==> config.mk <==
export PLATFORM = sky130hd
export DESIGN_NAME = complex_matrix_serializer
export DESIGN_NICKNAME = d
export VERILOG_FILES = /design/src/rtl/complex_matrix_serializer.sv
export SDC_FILE = /design/constraint.sdc
export NUM_CORES = 2
export LEC_CHECK = 0
export CORE_AREA = 2 2 281 213
export DETAILED_ROUTE_END_ITERATION = 6
export DIE_AREA = 0 0 283 215
export PLACE_DENSITY = 0.8
export SYNTH_ARGS = -nofsm -noshare
export SYNTH_HDL_FRONTEND = slang
export SYNTH_SLANG_ARGS = --single-unit
==> constraint.sdc <==
create_clock -name clk -period 28.3 [get_ports clk]
set_clock_uncertainty 0.2 [all_clocks]
set_input_delay 5.66 -clock clk [delete_from_list [all_inputs] [get_ports clk]]
set_output_delay 5.66 -clock clk [all_outputs]
set_load 0.01 [all_outputs]
==> src/rtl/complex_matrix_serializer.sv <==
// complex_matrix_serializer: takes one whole complex matrix per beat and re-emits it one element per beat
// in row-major or column-major order, with start/end/row-end flags.
module complex_matrix_serializer #(
    parameter int MAT_WIDTH    = 4,
    parameter int MAT_HEIGHT   = 4,
    parameter int ELEMENT_SIZE = 32,
    parameter int COL_MAJOR    = 0
) (
    input  logic                                          clk,
    input  logic                                          reset,
    input  logic [MAT_WIDTH*MAT_HEIGHT*ELEMENT_SIZE-1:0]  s_axis_tdata,
    input  logic                                          s_axis_tvalid,
    output logic                                          s_axis_tready,
    output logic [ELEMENT_SIZE-1:0]                       m_axis_tdata,
    output logic                                          m_axis_tvalid,
    input  logic                                          m_axis_tready,
    output logic                                          m_axis_tlast,
    output logic                                          m_axis_tuser,
    output logic                                          row_last,
    output logic                                          busy
);
    localparam int N = MAT_WIDTH * MAT_HEIGHT;
    localparam int IW = N > 1 ? $clog2(N) : 1;
    localparam logic [IW-1:0] LAST = IW'(N - 1);
    localparam logic [IW-1:0] I_MAX = IW'(COL_MAJOR != 0 ? MAT_HEIGHT - 1 : MAT_WIDTH - 1);
    localparam logic [IW-1:0] O_MAX = IW'(COL_MAJOR != 0 ? MAT_WIDTH - 1 : MAT_HEIGHT - 1);

    typedef enum logic {IDLE, SEND} state_t;

    state_t                        state;
    logic [N*ELEMENT_SIZE-1:0]     hold;
    logic [IW-1:0]                 idx, o, i, elem;
    logic                          send, load, fire;

    assign send = (state == SEND);
    // In SEND a new matrix is only taken while the last element is being handed off.
    assign s_axis_tready = !send || (idx == LAST && m_axis_tready);
    assign load = s_axis_tvalid && s_axis_tready;
    assign fire = send && m_axis_tready;
    assign elem = COL_MAJOR != 0 ? IW'(i * MAT_WIDTH + o) : IW'(o * MAT_WIDTH + i);

    assign m_axis_tvalid = send;
    assign m_axis_tdata  = send ? hold[elem*ELEMENT_SIZE +: ELEMENT_SIZE] : '0;
    assign m_axis_tuser  = send && idx == '0;
    assign m_axis_tlast  = send && idx == LAST;
    assign row_last      = send && i == I_MAX;
    assign busy          = send;

    always_ff @(posedge clk or posedge reset) begin
        if (reset) begin
            state <= IDLE;
            hold  <= '0;
            idx   <= '0;
            o     <= '0;
            i     <= '0;
        end else if (load) begin
            state <= SEND;
            hold  <= s_axis_tdata;
            idx   <= '0;
            o     <= '0;
            i     <= '0;
        end else if (fire) begin
            state <= idx == LAST ? IDLE : SEND;
            idx   <= idx == LAST ? '0 : idx + 1'b1;
            i     <= i == I_MAX ? '0 : i + 1'b1;
            o     <= i != I_MAX ? o : (o == O_MAX ? '0 : o + 1'b1);
        end
    end
endmodule

**Word-level counts from Yosys, hierarchy flattened**

Cells that the tools add are included.

- Muxes and demuxes: 14
- Shift operators: 1
- Equal/unequal tests: 5
- Reduce and logical (&&, ||, !) cells: 11
- $add $sub $neg: 4

Operator list:

| kind | count |
|---|---|
| indexed part select 512 x 10 -> 32 bit | 1 |
| 2-to-1 mux 4 bit | 10 |
| 2-to-1 mux 32 bit | 1 |
| adder 4 x 1 -> 4 bit, second input constant | 3 |
| equality test 4 x 2 -> 1 bit, second input constant | 2 |
| logical AND 1 bit | 6 |
| adder 4 bit | 1 |
| equality test 4 bit, second input constant | 1 |
| logical NOT 4 bit | 1 |
| inequality test 4 x 2 -> 1 bit, second input constant | 1 |
| 2-to-1 mux 1 bit | 3 |
| inequality test 2 bit, second input constant | 1 |
| AND reduction 2 bit | 1 |
| nonzero test 2 bit | 1 |
| logical NOT 1 bit | 1 |
| logical OR 1 bit | 1 |

- Word-level logic and storage cells: 40
- Output and inout bits: 38
- Input port bits: 516
- Register bits: 525

**Depth between registers and ports, before layout**

- Depth in word-level cells: 6
- Mapped depth: 8
- Depth with buffers taken out: 5

**Worst setup path after synthesis**

Ideal clock, no wire load.

- Kind: in2out
- Start point: input port m_axis_tready
- End point: output port s_axis_tready
- Required time: 22.440 ns
- Data arrival time: 6.058 ns
- Setup slack: 16.382 ns
- Stages on the path: 3
- Path through: buf_2 > nand4_1 > nand2_1

- Longest elaborated chain between the ends: 2

Ends and longest elaborated chain:

| item | RTL line | source |
|---|---|---|
| start, declared | 16 | `input logic m_axis_tready,` |
| logical AND 1 bit | 37 | `assign s_axis_tready = !send \|\| (idx == LAST && m_axis_tready);` |
| logical OR 1 bit | 37 |  |
| end, declared | 13 | `output logic s_axis_tready,` |

Every way passes these cells.

**Final worst setup path**

Ends and elaborated chain as after synthesis.

==> metrics <==
outcome finished, final reports clean; fin cells 2921; TritonCTS sink count 525; Synth Flop Type sky130_fd_sc_hd__dfrtp_1; largest buffer count on any clock path 3; total standard cell area after synthesis 25920 um^2; type of the worst min-delay path reg2reg; number of gates given a new drive strength after cts 0; post-CTS setup buffer count 0; most common library cells after synthesis sky130_fd_sc_hd__dfrtp_1 (525), sky130_fd_sc_hd__mux2_4 (458), sky130_fd_sc_hd__mux2i_1 (153); crit start category primary input; Max transition margin 0.2020; GR Util All Layers 0.2340; actual transition at the worst max-transition pin 1.197 ns; Fillers 4469; mean cell area of the mapped netlist 16.51 um^2; synth unique cells 42; Synthesized Nets 2091; die footprint 60850 um^2; std cell rows 77; count leader, synth sky130_fd_sc_hd__dfrtp_1; average wire length per cell after detail routing 24.62 um; library cell occupying the most area in the post-synthesis netlist sky130_fd_sc_hd__dfrtp_1; biggest fanout along the worst timing path 19; ratio of total power to cell area 109.6 nW/um^2; type of the setup path with the least slack in2out; placeable core region 58290 um^2; Comb pwr share 0.436; number of warnings printed during yosys synthesis 0; library cell used as clock root buffer sky130_fd_sc_hd__clkbuf_16; Clock transition at path regs 0.06 ns; sequential area share after synthesis 0.5069; iteration count of the initial detailed-routing pass 6; via count of the first global-routing pass 17140; Final Total Pwr 3.668 mW; hold buffer count at cts 0; IO Pins 554; fraction of the cycle the final worst path needs 0.4752; Starting DRT DRC Count 1202; internal power 2.491 mW; crit path capture type output pin; maximum number of pins on one net before global-route repair 132; detailed placer's ending HPWL 50.94 mm; cell area reported after detailed placement 31720 um^2; Leakage Power 15.77 nW; share of power burned in the clock network 0.193; via density per instance 5.360; count of flip-flops with a built-in enable after synthesis 0; flip-flop and latch count after synthesis 525; minimum hold slack 0.3049 ns; VDD IR max 0.08475 mV; wirelength, routed 71.93 mm; via total after detailed routing 15660; number of antenna violations at the first check in global routing 12; area taken by flip-flops and latches 13150 um^2; worst skew pair latency 0.57 ns; Final Setup Violations 0; setup TNS after final layout 0 ns; weighted congestion at the end of routability-driven global placement 0.8893; switching power of the nets 1.176 mW; Peak Freq 0.07436 GHz; CTS tree built; setup repair after global routing missed its margin false; Die Span X 283 um; count of nets after finishing 2606; final instance area 33480 um^2; DR DRC count 0; effective utilization at floorplan 0.4446; TritonCTS Buffers 53; top cell type's share of synthesized area 0.5069; fraction of layout cells with a size suffix above 1 0.3261; area of combinational cells with multiple inputs 11840 um^2; count of buffers inserted at the top-level ports 553; P&R area growth vs syn 29.17%; share of total power consumed by net switching 0.3207; cells taking the most area after synthesis sky130_fd_sc_hd__dfrtp_1 (51%), sky130_fd_sc_hd__mux2_4 (27%), sky130_fd_sc_hd__mux2i_1 (5.9%), sky130_fd_sc_hd__mux4_2 (5.4%), sky130_fd_sc_hd__mux2_2 (2.3%); final hold vios 0; max-cap viol count 0; number of levels in the clock H-tree 2; proportion of synthesized flip-flops having asynchronous set or reset 1.000; residual antenna-violating net count after detailed routing 0; wire length of the first global-routing pass 108.6 mm; Placed Instances 2820; synthesized netlist cell count 1570; WP data arrival 7.59 ns; Vert. Die Dim 215 um; Overflow after GRT 0; register share of total power 0.371; final period demand of the worst path 13.45 ns; required time at the endpoint of the critical path 22.44 ns; final slew viol count 0
-- layer usage --
layer  track usage  wire (um)
met5             0         85
met4       0.07553       2235
met3       0.06635       5575
met2        0.3892      35060
met1        0.2952      28970
-- flip-flops by register name, summed over array words and instances (netlist names) --
signal	cells
o	4
idx	4
hold	512
i	4
busy	1
-- placed cells by master (no fill, tap or decap), types with 2 or more instances in the layout --
cell type / n
sky130_fd_sc_hd__nand3_1: 8
sky130_fd_sc_hd__clkbuf_16: 53
sky130_fd_sc_hd__clkdlybuf4s50_1: 553
sky130_fd_sc_hd__nor3_1: 2
sky130_fd_sc_hd__dfrtp_4: 2
sky130_fd_sc_hd__nand2b_1: 3
sky130_fd_sc_hd__clkinvlp_4: 8
sky130_fd_sc_hd__mux2i_1: 153
sky130_fd_sc_hd__a221oi_1: 22
sky130_fd_sc_hd__mux4_2: 62
sky130_fd_sc_hd__ha_1: 4
sky130_fd_sc_hd__mux2_2: 54
sky130_fd_sc_hd__nor2_1: 28
sky130_fd_sc_hd__buf_12: 2
sky130_fd_sc_hd__bufinv_16: 4
sky130_fd_sc_hd__a22o_1: 3
sky130_fd_sc_hd__a22oi_1: 44
sky130_fd_sc_hd__mux2_4: 458
sky130_fd_sc_hd__and2_1: 2
sky130_fd_sc_hd__a32o_1: 23
sky130_fd_sc_hd__o22ai_1: 12
sky130_fd_sc_hd__nand4_1: 4
sky130_fd_sc_hd__and3_1: 5
sky130_fd_sc_hd__o21ai_0: 7
sky130_fd_sc_hd__buf_4: 20
sky130_fd_sc_hd__a21oi_1: 3
sky130_fd_sc_hd__dfrtp_1: 523
sky130_fd_sc_hd__nand2_1: 7
sky130_fd_sc_hd__inv_1: 4
sky130_fd_sc_hd__clkinv_2: 11
sky130_fd_sc_hd__o31ai_1: 3
sky130_fd_sc_hd__diode_2: 6
sky130_fd_sc_hd__clkbuf_1: 8
sky130_fd_sc_hd__nor2_4: 2
sky130_fd_sc_hd__clkbuf_8: 10
-- worst max-delay path, stage by stage --
cell and delay [ns]:
sky130_fd_sc_hd__clkdlybuf4s50_1 0.85, sky130_fd_sc_hd__nand4_1 0.26, sky130_fd_sc_hd__nand2_1 0.23, sky130_fd_sc_hd__clkdlybuf4s50_1 0.58
-- layout make-up --
cell class | count | area share
Antenna cell | 6 | 0.0004485
Sequential cell | 525 | 0.3927
Inverter | 5 | 0.0007849
Clock buffer | 71 | 0.04463
Multi-Input combinational cell | 925 | 0.3536
Tap cell | 790 | 0.02953
Clock inverter | 24 | 0.007288
Timing Repair Buffer | 575 | 0.1710
-- per-stage QoR --
step,util,setup WS [ns]
2_1_floorplan,-,7.772
3_3_place_gp,0.5443,14.94
3_5_place_dp,0.5443,14.87
4_1_cts,0.5741,14.87
5_1_grt,0.5742,14.73
6_report,0.5743,14.85
-- cell families (layout without fill, tap and decap cells) --
group                      Yosys count  in the layout  synth area share
muxes                              727            727            0.4018
AOI/OAI and AO/OA                  122            122           0.03737
adders and majority gates            5              5          0.002414
xor gates and xnor gates             2              2         0.0006760
and+or+nand+nor                     69             69           0.01284
buffers and inverters              120            675           0.03800
other                                0              6                 0
DFF                                525            525            0.5069
-- worst paths after layout --
check                         startpoint  slack (ns)  cells past startpoint       endpoint
max reg2reg                         busy       22.41                      6      hold[193]
max in group asynchronous          reset       19.26                      5       hold[23]
min reg2reg                    hold[347]        0.30                      1      hold[347]
min in group asynchronous          reset        5.43                      2      hold[360]
min                            hold[347]        0.30                      1      hold[347]
max                        m_axis_tready       14.85                      4  s_axis_tready
-- power groups by stage --
stage | Clock, mW | Sequential (mW) | Combinational, mW
after floorplan | 0 | 1.27 | 1.14
after global placement | 0 | 1.34 | 1.58
after detailed placement | 0 | 1.36 | 1.61
after CTS | 0.724 | 1.36 | 1.62
after global routing | 0.755 | 1.41 | 1.70
final | 0.708 | 1.36 | 1.60
No activity file was read; power rests on OpenSTA's default activity.
